[src/rtl/div_unit.sv]
// =============================================================================
// div_unit
// -----------------------------------------------------------------------------
// Iterative radix-2 restoring integer divider for the RV32M DIV/DIVU/REM/REMU
// operations. The execute stage hands a request over a valid/ready handshake
// and stalls until the result is taken. One quotient bit is produced per
// cycle. The RISC-V special cases (divide by zero, signed overflow) never
// raise an exception; they return the architecturally defined values.
//
// Parameters:
//   Width      operand/result width in bits (>= 2)
//
// Ports:
//   clk        clock, all state updates on the rising edge
//   rst_n      asynchronous active-low reset
//   in_valid   request valid
//   in_ready   unit idle and able to accept a request
//   op         2'b00 DIV, 2'b01 DIVU, 2'b10 REM, 2'b11 REMU
//   a          dividend
//   b          divisor
//   kill       synchronous abort (pipeline flush), highest priority
//   out_valid  result valid
//   out_ready  consumer takes the result
//   result     quotient (DIV/DIVU) or remainder (REM/REMU)
//
// Configuration macro:
//   DIV_FAST_SPECIAL_EN  when defined, divide-by-zero and signed overflow skip
//                        the iteration and go straight to DONE, so out_valid
//                        rises one cycle after the accept. When undefined the
//                        special cases take the full latency and FIX
//                        substitutes the special value. Results are the same.
//
// Timing: a normal request accepted on edge E enters DONE on edge E+Width+1
// (Width CALC cycles plus one FIX cycle); out_valid is registered from DONE
// and is high from edge E+Width+2.
// =============================================================================
module div_unit #(
   parameter int Width = 32
) (
   input  logic             clk,
   input  logic             rst_n,
   input  logic             in_valid,
   output logic             in_ready,
   input  logic [1:0]       op,
   input  logic [Width-1:0] a,
   input  logic [Width-1:0] b,
   input  logic             kill,
   output logic             out_valid,
   input  logic             out_ready,
   output logic [Width-1:0] result
);

   localparam int CntW = $clog2(Width);
   localparam logic [Width-1:0] MinVal  = {1'b1, {(Width-1){1'b0}}};
   localparam logic [Width-1:0] AllOnes = {Width{1'b1}};
   localparam logic [CntW-1:0]  CntInit = CntW'(Width - 1);

   typedef enum logic [1:0] {
      IDLE,
      CALC,
      FIX,
      DONE
   } state_e;

   state_e             state_q;
   logic               inReady_q;
   logic               outValid_q;
   logic [Width-1:0]   result_q;
   logic               opRem_q;
   logic               negQuot_q;
   logic               negRem_q;
   logic               special_q;
   logic [Width-1:0]   specialRes_q;
   logic [CntW-1:0]    cnt_q;
   logic [Width-1:0]   dvd_q;
   logic [Width-1:0]   divisor_q;
   logic [Width-1:0]   rem_q;

   // Request decode: signedness, operand magnitudes and the special-case
   // result, all evaluated on the raw inputs so they can be latched on accept.
   // Negating the most-negative value yields the same bit pattern, which is
   // its correct magnitude when read as unsigned.
   logic               isSigned;
   logic               aNeg;
   logic               bNeg;
   logic [Width-1:0]   aAbs;
   logic [Width-1:0]   bAbs;
   logic               divByZero;
   logic               sgnOverflow;
   logic               special;
   logic [Width-1:0]   specialRes;

   always_comb begin
      isSigned    = ~op[0];
      aNeg        = isSigned & a[Width-1];
      bNeg        = isSigned & b[Width-1];
      aAbs        = aNeg ? (~a + 1'b1) : a;
      bAbs        = bNeg ? (~b + 1'b1) : b;
      divByZero   = (b == '0);
      sgnOverflow = isSigned & (a == MinVal) & (b == AllOnes);
      special     = divByZero | sgnOverflow;
      specialRes  = '0;
      if (divByZero) begin
         specialRes = op[1] ? a : AllOnes;
      end else if (sgnOverflow) begin
         specialRes = op[1] ? '0 : MinVal;
      end
   end

   // One restoring step. The shifted partial remainder is Width+1 bits so the
   // trial subtraction carries its sign in the top bit; a clear top bit means
   // the divisor fit and a quotient one is shifted into the dividend register,
   // which doubles as the quotient register as the dividend bits drain out.
   logic [Width:0]     remShift;
   logic [Width:0]     trialDiff;
   logic               trialOk;

   always_comb begin
      remShift  = {rem_q, dvd_q[Width-1]};
      trialDiff = remShift - {1'b0, divisor_q};
      trialOk   = ~trialDiff[Width];
   end

   // Sign correction of the magnitude results for the signed operations.
   logic [Width-1:0]   quotFix;
   logic [Width-1:0]   remFix;

   always_comb begin
      quotFix = negQuot_q ? (~dvd_q + 1'b1) : dvd_q;
      remFix  = negRem_q ? (~rem_q + 1'b1) : rem_q;
   end

   // Control FSM with its registered outputs. kill overrides every state and
   // also suppresses an accept in the same cycle; result is left untouched by
   // kill so only FIX->DONE (or the fast special path) ever changes it.
   // out_valid is registered from DONE, so it rises one edge after DONE is
   // entered and a handshake is only possible once it is visible.
   always_ff @(posedge clk or negedge rst_n) begin
      if (!rst_n) begin
         state_q      <= IDLE;
         inReady_q    <= 1'b1;
         outValid_q   <= 1'b0;
         result_q     <= '0;
         opRem_q      <= 1'b0;
         negQuot_q    <= 1'b0;
         negRem_q     <= 1'b0;
         special_q    <= 1'b0;
         specialRes_q <= '0;
         cnt_q        <= '0;
         dvd_q        <= '0;
         divisor_q    <= '0;
         rem_q        <= '0;
      end else if (kill) begin
         state_q    <= IDLE;
         inReady_q  <= 1'b1;
         outValid_q <= 1'b0;
      end else begin
         case (state_q)
            IDLE: begin
               if (in_valid) begin
                  opRem_q      <= op[1];
                  negQuot_q    <= aNeg ^ bNeg;
                  negRem_q     <= aNeg;
                  special_q    <= special;
                  specialRes_q <= specialRes;
                  dvd_q        <= aAbs;
                  divisor_q    <= bAbs;
                  rem_q        <= '0;
                  cnt_q        <= CntInit;
                  inReady_q    <= 1'b0;
`ifdef DIV_FAST_SPECIAL_EN
                  if (special) begin
                     result_q <= specialRes;
                     state_q  <= DONE;
                  end else begin
                     state_q  <= CALC;
                  end
`else
                  state_q      <= CALC;
`endif
               end
            end

            CALC: begin
               rem_q <= trialOk ? trialDiff[Width-1:0] : remShift[Width-1:0];
               dvd_q <= {dvd_q[Width-2:0], trialOk};
               cnt_q <= cnt_q - 1'b1;
               if (cnt_q == '0) begin
                  state_q <= FIX;
               end
            end

            FIX: begin
               if (special_q) begin
                  result_q <= specialRes_q;
               end else begin
                  result_q <= opRem_q ? remFix : quotFix;
               end
               state_q <= DONE;
            end

            DONE: begin
               if (!outValid_q) begin
                  outValid_q <= 1'b1;
               end else if (out_ready) begin
                  outValid_q <= 1'b0;
                  inReady_q  <= 1'b1;
                  state_q    <= IDLE;
               end
            end

            default: begin
               state_q    <= IDLE;
               inReady_q  <= 1'b1;
               outValid_q <= 1'b0;
            end
         endcase
      end
   end

   assign in_ready  = inReady_q;
   assign out_valid = outValid_q;
   assign result    = result_q;

endmodule

[config.mk]
export PLATFORM = sky130hd
export DESIGN_NAME = div_unit
export DESIGN_NICKNAME = d
export VERILOG_FILES = /design/src/rtl/div_unit.sv
export SDC_FILE = /design/constraint.sdc
export NUM_CORES = 1
export LEC_CHECK = 0
export BUFFER_PORTS_ARGS = -buffer_cell sky130_fd_sc_hd__buf_2
export CAP_MARGIN = 15
export CORE_MARGIN = 3
export CORE_UTILIZATION = 43
export CTS_CLUSTER_DIAMETER = 60
export DETAILED_ROUTE_END_ITERATION = 7
export PLACE_DENSITY = 0.61
export SLEW_MARGIN = 5
export SYNTH_ARGS = -nofsm -noshare
export SYNTH_HDL_FRONTEND = slang
export SYNTH_SLANG_ARGS = --single-unit
[constraint.sdc]
create_clock -name clk -period 6.74 [get_ports clk]
set_clock_uncertainty 0.15 [all_clocks]
set_input_delay 1.348 -clock clk [delete_from_list [all_inputs] [get_ports clk]]
set_output_delay 1.348 -clock clk [all_outputs]
set_load 0.02 [all_outputs]
==> impl_metrics.tcl, run 1 <==
set metrics [dict create \
    async_reset_ff_share_pct 100 \
    fin_setup_tns_ps 0 \
    placed_area_um2 13100 \
    p_per_area_nw_per_um2 518 \
    synth_ff_type "dfrtp_1" \
    drtPass1Iterations 6 \
    grt_max_degree 94 \
    grt_overflow_total 0 \
    ios 105 \
    wirelength_mm 34.3 \
    report.final.setup_viol 0 \
    worstPathBufferInverterCount 2 \
    netlist_area_um2 12400 \
    worstPathCellList "inv_1 -> ha_1 -> fa_1 -> nor2b_1 -> o2111ai_1 -> nand3_1 -> a31oi_1 -> o21a_1 -> a31oi_2 -> xor2_4 -> buf_4 -> mux2i_1 -> o21ai_0" \
    critPathMaxStageDelay_ps 440 \
    fillers 2818 \
    worst_slew_pin_slew_ps 1180 \
    cts_tree "yes" \
    avgRoutedWirePerCell_um 17.7 \
    yosysSeqAreaShare_pct 35.1 \
    cts_max_level 4 \
    drive_gt1_share_pct 11.7 \
    rsz0062_at_grt "false" \
    synth-seq-cells 173 \
    leakage_nw 5.95 \
    drt_iter0_markers 691 \
    viasPerCell 5.65 \
    start_util_pct 44.0 \
    setup.worst_path.start_class "flip-flop" \
    worstHoldPathType "reg -> reg" \
    clkLatencyLatePin_ps 440 \
    row_count 61 \
    slew_violations 0 \
    dp_hpwl_mm 24.9 \
    synthesis.nets 1615 \
    irDropWorstVdd_uv 306 \
    clockBufferDepth 2 \
    grtUsageTotal_pct 22.2 \
    cp_top_family "compound AO/OA/AOI/OAI gates" \
    hold_buffers 0 \
    crit_type "reg -> reg" \
    critPathArrivalTime_ps 4090 \
    num_vias 10900 \
    maxCapViolCount 0 \
    postCtsSetupBuffers 0 \
    path_max_fanout 27 \
    maxSlewHeadroom_pct 21.5 \
    numCtsBuffers 17 \
    synth-edff-count 0 \
    post_cts.resized_instances 0 \
    remaining_drc_errors 0 \
    ys_warn_count 0 \
    fin_nets 1658 \
    synthCells 1500 \
    fin_util_pct 48.8 \
    cts.sinks 173 \
    period_share_pct 58.8 \
    gp_congestion 0.929 \
    root_buffer "clkbuf_16" \
    synthToLayoutAreaGrowth_pct 11.0 \
    design.die.area_um2 30800 \
    grt_pass1_vias 10400 \
    die_w_um 176 \
    fin_crit_ps 3970 \
    yosys.area.top_type_share_pct 34.8 \
    worst_ep_required_time_ps 6870 \
    core-area_um2 28100 \
    yosysTopAreaCell "dfrtp_1" \
    antenna_cells 0 \
    chipHeight_um 176 \
    max_freq_mhz 252 \
    final_antenna_net_count 0 \
    hold_viol_final 0 \
    path_clk_slew_ps 70 \
    grt_pass1_wl_mm 55.5 \
    crit_path_end_kind "flip-flop" \
    crit_slowest_cell "a31oi_2" \
    status "completed" \
    antenna_found_initial 0 \
    synth.avg_cell_area_um2 8.24 \
    ys_types 70 \
    io_buffer_count 104 \
    postLayoutCellArea_um2 13700 \
    ys_top_cells_by_area "dfrtp_1 35%, nand2_1 7.0%, o21ai_0 6.1%" \
]
-- cell usage after synthesis, drive strengths merged (13+ instances only) --
| library cell | number |
|---|---|
| nor2b | 39 |
| a211oi | 32 |
| o31ai | 58 |
| or4 | 15 |
| nand3 | 14 |
| inv | 58 |
| a21o | 16 |
| nor4 | 13 |
| nand2 | 230 |
| buf | 17 |
| nor3 | 23 |
| clkbuf | 76 |
| o22ai | 20 |
| mux2i | 34 |
| a21oi | 99 |
| xnor2 | 78 |
| o21ai | 164 |
| xor2 | 71 |
| nor2 | 74 |
| nand4 | 16 |
| a31oi | 14 |
| ha | 43 |
| dfrtp | 172 |
-- per-stage QoR --
stage               worst slack [ps]  power [mW]  cells  hold WS (ps)
detailed placement              2430        6.07   1901           315
finish                          2770        7.11   1934           328
floorplan                       3030        4.97   1500           298
global route                    2530        7.72   1934           355
global placement                2510        6.03   1901           308
CTS                             2800        7.12   1933           332
-- sequential cells by signal, indices dropped and copies added, names as in the netlist, 2 cells and up --
register,cells
dvd_q,32
state_q,2
result,32
cnt_q,5
specialRes_q,32
rem_q,32
divisor_q,32
-- worst paths after layout --
kind                                       start                      endpoint  slack (ps)  depth (start not counted)
min in group asynchronous                  rst_n        result[11]$_DFFE_PN0P_         690                          1
setup / recovery           dvd_q[31]$_DFFE_PN0P_         rem_q[16]$_DFFE_PN0P_        2770                         13
max in group asynchronous                  rst_n  specialRes_q[19]$_DFFE_PN0P_        4460                          2
hold / removal             result[0]$_DFFE_PN0P_         result[0]$_DFFE_PN0P_         330                          2
setup reg to reg           dvd_q[31]$_DFFE_PN0P_         rem_q[16]$_DFFE_PN0P_        2770                         13
hold reg to reg            result[0]$_DFFE_PN0P_         result[0]$_DFFE_PN0P_         330                          2
-- power breakdown --
group	internal [mW]	switching (mW)	total, mW
Combinational	1.71	2.45	4.16
Clock	0.532	0.487	1.02
Sequential	1.40	0.532	1.93
-- worst register-to-register path, stage by stage, from the launching register on --
cell       delay (ps)
dfrtp_1           420
inv_1             130
ha_1              260
fa_1              410
nor2b_1           170
o2111ai_1         150
nand3_1           180
a31oi_1           160
o21a_1            280
a31oi_2           450
xor2_4            280
buf_4             440
mux2i_1           260
o21ai_0            90
-- kinds of logic (layout without fill, tap and decap cells) --
group,count (synthesis),after routing,share of synthesized area [%]
XOR/XNOR,149,149,10.6
buffers and inverters,151,207,4.75
multiplexers,40,40,3.30
AO/OA/AOI/OAI,463,463,23.1
adder cells (fa/ha/maj),44,44,4.52
flip-flops,173,173,35.1
AND/OR/NAND/NOR,480,480,18.7
-- routing by layer --
metal	wire, um	vias to the layer above	track usage [%]
met5	0	-	0
met3	1300	22	3.31
met1	16100	5280	30.7
met2	16400	223	37.1
met4	441	0	4.59
li1	-	5407	-
-- final cells by class --
type,instances,area [um2],share of cell area [%]
Multi-Input combinational cell,1176,7460,54.4
Sequential cell,173,4330,31.6
Clock inverter,15,169,1.23
Inverter,58,218,1.59
Timing Repair Buffer,117,637,4.64
Tap cell,378,473,3.45
Clock buffer,17,425,3.10
-- cells in the final DEF, fill, tap and decap left out, types with 6 or more instances in the layout --
master,count
or4_1,12
a31oi_1,13
o21a_1,10
buf_4,12
nand3_1,14
inv_1,58
a21o_1,15
inv_8,7
o31ai_1,54
o22ai_1,20
ha_1,42
or3_1,11
nor4_1,9
o21ai_0,151
dfrtp_1,170
o221ai_1,8
nor3_1,22
and2_1,8
nand2b_1,10
a211oi_1,32
and3_1,9
buf_2,103
nand4_1,16
o41ai_1,12
nor2b_1,39
a21oi_1,99
xor2_1,70
o21bai_1,7
o21ai_1,13
xnor2_1,78
clkbuf_16,17
mux2_2,6
nand2_1,230
nor2_1,74
mux2i_1,34
(Power assumes the default switching activity.)
==> run 2, diff against run 1 <==
Settings changed: PLACE_DENSITY 0.61 to 0.63.
Clock period 6.74 ns to 3.3 ns, I/O delays scaled along.
==> run 2 against run 1 <==
Cell area grew 7.2%. Global-route usage grew 1.6 points. Core utilization grew 3.5 points. Power grew 130%. Non-clock buffer count grew 99. Final cell count grew 5.1%. Clock power grew 100%. Sequential power grew 89%. Fmax grew 23%. Sequential share of layout area shrank 2.1 points. Critical path type unchanged. Largest cell class unchanged.
==> impl_metrics.tcl, run 2 (synthesis results as in run 1) <==
set metrics [dict create \
    synthToLayoutAreaGrowth_pct 19.0 \
    clockBufferDepth 2 \
    dp_hpwl_mm 27.4 \
    die_w_um 176 \
    critPathArrivalTime_ps 3380 \
    path_clk_slew_ps 80 \
    startpoint "rem_q[14]$_DFFE_PN0P_" \
    worst_slew_pin_slew_ps 913 \
    fin_nets 1757 \
    antenna_cells 0 \
    grt_pass1_vias 10900 \
    drive_gt1_share_pct 18.9 \
    worst_ep_required_time_ps 3460 \
    postLayoutCellArea_um2 14700 \
    chipHeight_um 176 \
    status "completed" \
    cts_max_level 4 \
    fin_setup_tns_ps 0 \
    cts.sinks 173 \
    rsz0062_at_grt "true" \
    grtUsageTotal_pct 23.7 \
    core-area_um2 28100 \
    placed_area_um2 13900 \
    avgRoutedWirePerCell_um 18.0 \
    crit_type "reg -> reg" \
    viasPerCell 5.58 \
    mostFrequentLayoutCell "nand2_1" \
    fin_crit_ps 3220 \
    period_share_pct 97.6 \
    stdcell_count 2033 \
    regToRegStartpoint "rem_q[14]$_DFFE_PN0P_" \
    design.die.area_um2 30800 \
    final_antenna_net_count 0 \
    root_buffer "clkbuf_16" \
    setup.worst_path.start_class "flip-flop" \
    maxCapViolCount 0 \
    wirelength_mm 36.6 \
    gp_congestion 0.899 \
    grt_overflow_total 0 \
    worstHoldPathType "in -> async" \
    remaining_drc_errors 0 \
    leakage_nw 6.49 \
    numCtsBuffers 17 \
    final_cell_mix "229 x nand2_1, 170 x dfrtp_1, 145 x o21ai_0, 106 x buf_4, 103 x buf_2" \
    num_vias 11300 \
    path_max_fanout 6 \
    hold_viol_final 0 \
    p_per_area_nw_per_um2 1090 \
    drt_iter0_markers 823 \
    ios 105 \
    postCtsSetupBuffers 0 \
    cts_tree "yes" \
    clkLatencyLatePin_ps 440 \
    start_util_pct 44.0 \
    maxSlewHeadroom_pct 39.1 \
    crit_path_end_kind "flip-flop" \
    slew_violations 0 \
    irDropWorstVdd_uv 459 \
    dpl.cell_count 2001 \
    grt_max_degree 67 \
    fillers 2731 \
    max_freq_mhz 311 \
    io_buffer_count 104 \
    report.final.setup_viol 0 \
    antenna_found_initial 0 \
    row_count 61 \
    drtPass1Iterations 5 \
    grt_pass1_wl_mm 58.7 \
]
-- run 2: cell types whose count changed in the layout (fill, tap and decap cells not counted), sizes merged --
cell and change:
clkinvlp -1, clkinv -1, inv +2, buf +99
-- run 2: stage by stage --
| step | hold slack (ps) | util [%] | worst slack (ps) | total power [mW] |
|---|---|---|---|---|
| finish | 64.3 | 52.3 | 80.0 | 16.1 |
| global route | 109 | 52.3 | -41.9 | 17.4 |
| CTS | 98.2 | 51.7 | 32.6 | 15.7 |
| detailed placement | 315 | 49.5 | -25.1 | 13.5 |
| global placement | 308 | 49.5 | -3.86 | 13.4 |
| floorplan | 214 | - | 193 | 10.1 |
-- run 2: worst paths after layout --
path,end,slack (ps),cells past startpoint
worst max-delay path,result[25]$_DFFE_PN0P_,80,8
worst min-delay path,specialRes_q[9]$_DFFE_PN0P_,60,1
worst max register to register,result[25]$_DFFE_PN0P_,80,8
worst min register to register,result[7]$_DFFE_PN0P_,330,2
max in group asynchronous,divisor_q[27]$_DFFE_PN0P_,2150,2
min in group clk,result[7]$_DFFE_PN0P_,330,2
-- run 2: metal layers --
metal	track usage (%)	part of all wire (%)	up-vias	wire length, um
met3	3.39	3.8	58	1380
li1	-	-	5599	-
met4	7.72	2.8	0	1030
met1	32.9	46	5435	16900
met2	38.3	47	253	17300
met5	0	0	-	0
-- run 2: critical path, cell delays in order (launching register included) --
cell	delay [ps]
dfrtp_1	510
or4_4	580
or3_4	410
or4_4	550
o31ai_1	260
xor2_1	240
a211oi_2	120
a21oi_1	200
o21ai_1	80
-- run 2: layout make-up --
cell class	count	area, um2	share of cell area, %
inverter	58	218	1.48
tap	378	473	3.22
sequential	173	4330	29.5
clock buffer	17	425	2.89
timing repair buffer	216	1430	9.76
clock inverter	15	165	1.12
multi-input combinational	1176	7650	52.0
-- run 2: power breakdown --
group	leakage [nW]	internal (mW)	switching (mW)
Sequential	2.25	2.86	0.787
Clock	0.293	1.09	0.998
Combinational	3.95	4.48	5.87
-- run 2: repair_timing --
action	in CTS	in global routing
endpoints found under the setup margin	18	43
gates resized for setup	3	42
pin swaps	0	7
gates cloned	0	0
hold buffers	0	0
==> run 3, diff against run 2 <==
Settings changed: ABC_AREA from default to 1, PLACE_DENSITY 0.63 to 0.62, SLEW_MARGIN 5 to 0.
==> run 3 against run 2 <==
Power fell by 29%. Via count rose by 37%. Critical path depth is 9 higher. Largest cell class unchanged. Cell area up 9.6%. Combinational power decreased by 41%. Highest routed layer unchanged.
==> impl_metrics.tcl, run 3 <==
set metrics [dict create \
    status "completed" \
    avgRoutedWirePerCell_um 18.0 \
    design.die.area_um2 36000 \
    synthesis.nets 2477 \
    grtUsageTotal_pct 29.1 \
    synth-seq-cells 173 \
    regArea_um2 4330 \
    regToRegStartpoint "dvd_q[31]$_DFFE_PN0P_" \
    grt_overflow_total 0 \
    start_util_pct 44.1 \
    ios 105 \
    report.final.setup_viol 0 \
    crit_type "reg -> reg" \
    row_count 66 \
    gp_congestion 0.944 \
    p_int_mw 5.73 \
    yosys.area.top_type_share_pct 29.6 \
    final_cell_mix "719 x nand2_1, 290 x inv_1, 257 x nand3_1, 237 x nor2_1, 202 x o21ai_0" \
    worst_ep_required_time_ps 3500 \
    synth-edff-count 0 \
    ff2ff_path_depth 17 \
    yosysTopAreaCell "dfrtp_1" \
    synthToLayoutAreaGrowth_pct 10.9 \
    yosysSeqAreaShare_pct 29.8 \
    ys_top_cells_by_area "dfrtp_1 30%, nand2_1 19%, nand3_1 8.9%" \
    postCtsSetupBuffers 0 \
    die_w_um 190 \
    power.switching_mw 5.75 \
    path_clk_slew_ps 70 \
    chipHeight_um 190 \
    synth.avg_cell_area_um2 6.15 \
    reg2reg_slack_ps 530 \
    post_cts.resized_instances 0 \
    drt_iter0_markers 1564 \
    critPathArrivalTime_ps 2970 \
    setup.worst_path.start_class "flip-flop" \
    hold_viol_final 0 \
    fin_setup_tns_ps 0 \
    drive_gt1_share_pct 9.60 \
    seqPwrFrac_pct 27.7 \
    wirelength_mm 52.1 \
    async_reset_ff_share_pct 100 \
    clockBufferDepth 2 \
    slew_violations 0 \
    netlist_area_um2 14500 \
    irDropWorstVdd_uv 558 \
    drtPass1Iterations 6 \
    combPwrFrac_pct 53.3 \
    synthCells 2362 \
    path_max_fanout 25 \
    leakage_nw 8.59 \
    maxSlewHeadroom_pct 48.6 \
    io_buffer_count 104 \
    core-area_um2 32900 \
    swShare_pct 50.1 \
    grt_pass1_wl_mm 82.0 \
    cts.sinks 173 \
    viasPerCell 5.37 \
    period_share_pct 83.9 \
    worst_slew_pin_slew_ps 771 \
    cts_max_level 4 \
    antenna_cells 0 \
    grt_max_degree 71 \
    maxCapViolCount 0 \
    num_vias 15500 \
    yosysMostFrequentCell "nand2_1" \
    antenna_found_initial 0 \
    fin_crit_ps 2770 \
    rsz0062_at_grt "false" \
    grt_pass1_vias 14700 \
    hold_buffers 0 \
    pre_cts_ws_ps 564 \
    max_freq_mhz 361 \
    mostFrequentLayoutCell "nand2_1" \
    ys_warn_count 0 \
    root_buffer "clkbuf_16" \
    synth_commonest_cells "720 x nand2_1, 290 x inv_1, 258 x nand3_1" \
    ys_types 50 \
    numCtsBuffers 17 \
    crit_path_end_kind "flip-flop" \
    finalWorstSetupSlack_ps 530 \
    cts_tree "yes" \
    stdcell_count 2889 \
    fillers 3523 \
    worstHoldPathType "in -> async" \
    final_antenna_net_count 0 \
    dpl.cell_count 2857 \
    remaining_drc_errors 0 \
    p_clk_share_pct 18.9 \
    dp_hpwl_mm 41.2 \
    clkLatencyLatePin_ps 460 \
    multi_input_comb_area_um2 8700 \
    r2r_end "rem_q[30]$_DFFE_PN0P_" \
    p_per_area_nw_per_um2 713 \
    synth_ff_type "dfrtp_1" \
    fin_nets 2549 \
]
[run 3: cell types whose count changed in the layout (fill, tap and decap cells not counted), moves of 26 or more]
cell / delta
mux2i_1: -34
nand4_1: +26
nand3_1: +243
nor2_1: +164
xnor2_1: -61
o21ai_0: +57
a211oi_1: -29
inv_1: +232
nand2_1: +490
xor2_1: -49
nand2_2: +30
nor2b_1: -38
buf_4: -79
o31ai_1: -50
[run 3: kinds of logic after synthesis]
group / synth area share [%]
AND/OR/NAND/NOR: 39.7
adder cells (fa/ha/maj): 3.84
XOR/XNOR: 2.29
flip-flops: 29.8
buffers and inverters: 10.4
AO/OA/AOI/OAI: 13.9
[run 3: area by class of cell]
| type | count | area share [%] |
|---|---|---|
| clock buffers | 18 | 2.66 |
| clock inverters | 14 | 1.15 |
| inverters | 304 | 7.09 |
| multi-input cells | 1805 | 54.0 |
| flip-flops and latches | 173 | 26.9 |
| well taps | 442 | 3.43 |
| repair buffers | 133 | 4.78 |
[run 3: power by group through the flow]
| stage | sequential [mW] | clock [mW] | combinational [mW] |
|---|---|---|---|
| floorplan | 3.29 | 0 | 3.93 |
| global placement | 3.19 | 0 | 6.00 |
| detailed placement | 3.21 | 0 | 6.01 |
| CTS | 3.18 | 2.20 | 6.04 |
| global route | 3.26 | 2.29 | 6.84 |
| finish | 3.18 | 2.17 | 6.12 |
[run 3: metal layers]
| layer | wire, um | GRT usage [%] | vias up |
|---|---|---|---|
| li1 | - | - | 7765 |
| met1 | 25500 | 43.9 | 7152 |
| met2 | 22100 | 43.6 | 551 |
| met3 | 3710 | 5.20 | 51 |
| met4 | 826 | 6.23 | 0 |
| met5 | 0 | 0 | - |
[run 3: critical path: stages, from the launching register on]
cell     delay [ps]
dfrtp_1         350
inv_1            60
ha_1            220
fa_1            410
inv_1           150
nand2_1          60
nand2_1          70
nand3_1          80
nand2_2         120
nand2_2          60
nand2_2          90
nand2_4          80
nand2_4         100
nand2_8         130
nand2_8         240
nand3_1         130
nand2_1          90
nand2_1          50
[run 3: worst max path at each step]
stage	start	end	slack [ps]	cells past startpoint
finish	dvd_q[31]$_DFFE_PN0P_	rem_q[30]$_DFFE_PN0P_	530	17
global route	rem_q[0]$_DFFE_PN0P_	result[30]$_DFFE_PN0P_	320	12
CTS	dvd_q[31]$_DFFE_PN0P_	rem_q[30]$_DFFE_PN0P_	560	17
detailed placement	b[1]	specialRes_q[10]$_DFFE_PN0P_	560	12
global placement	kill	rem_q[30]$_DFFE_PN0P_	540	10
floorplan	dvd_q[31]$_DFFE_PN0P_	rem_q[10]$_DFFE_PN0P_	930	18
[run 3: per-stage QoR]
stage,power (mW),hold WS [ps],instance area [um2],util [%]
final,11.5,75.2,16100,48.9
after detailed placement,9.22,312,15500,47.0
after global placement,9.19,307,15500,47.0
after CTS,11.4,111,16100,48.9
after floorplan,7.22,214,14500,-
after global routing,12.4,125,16100,48.9
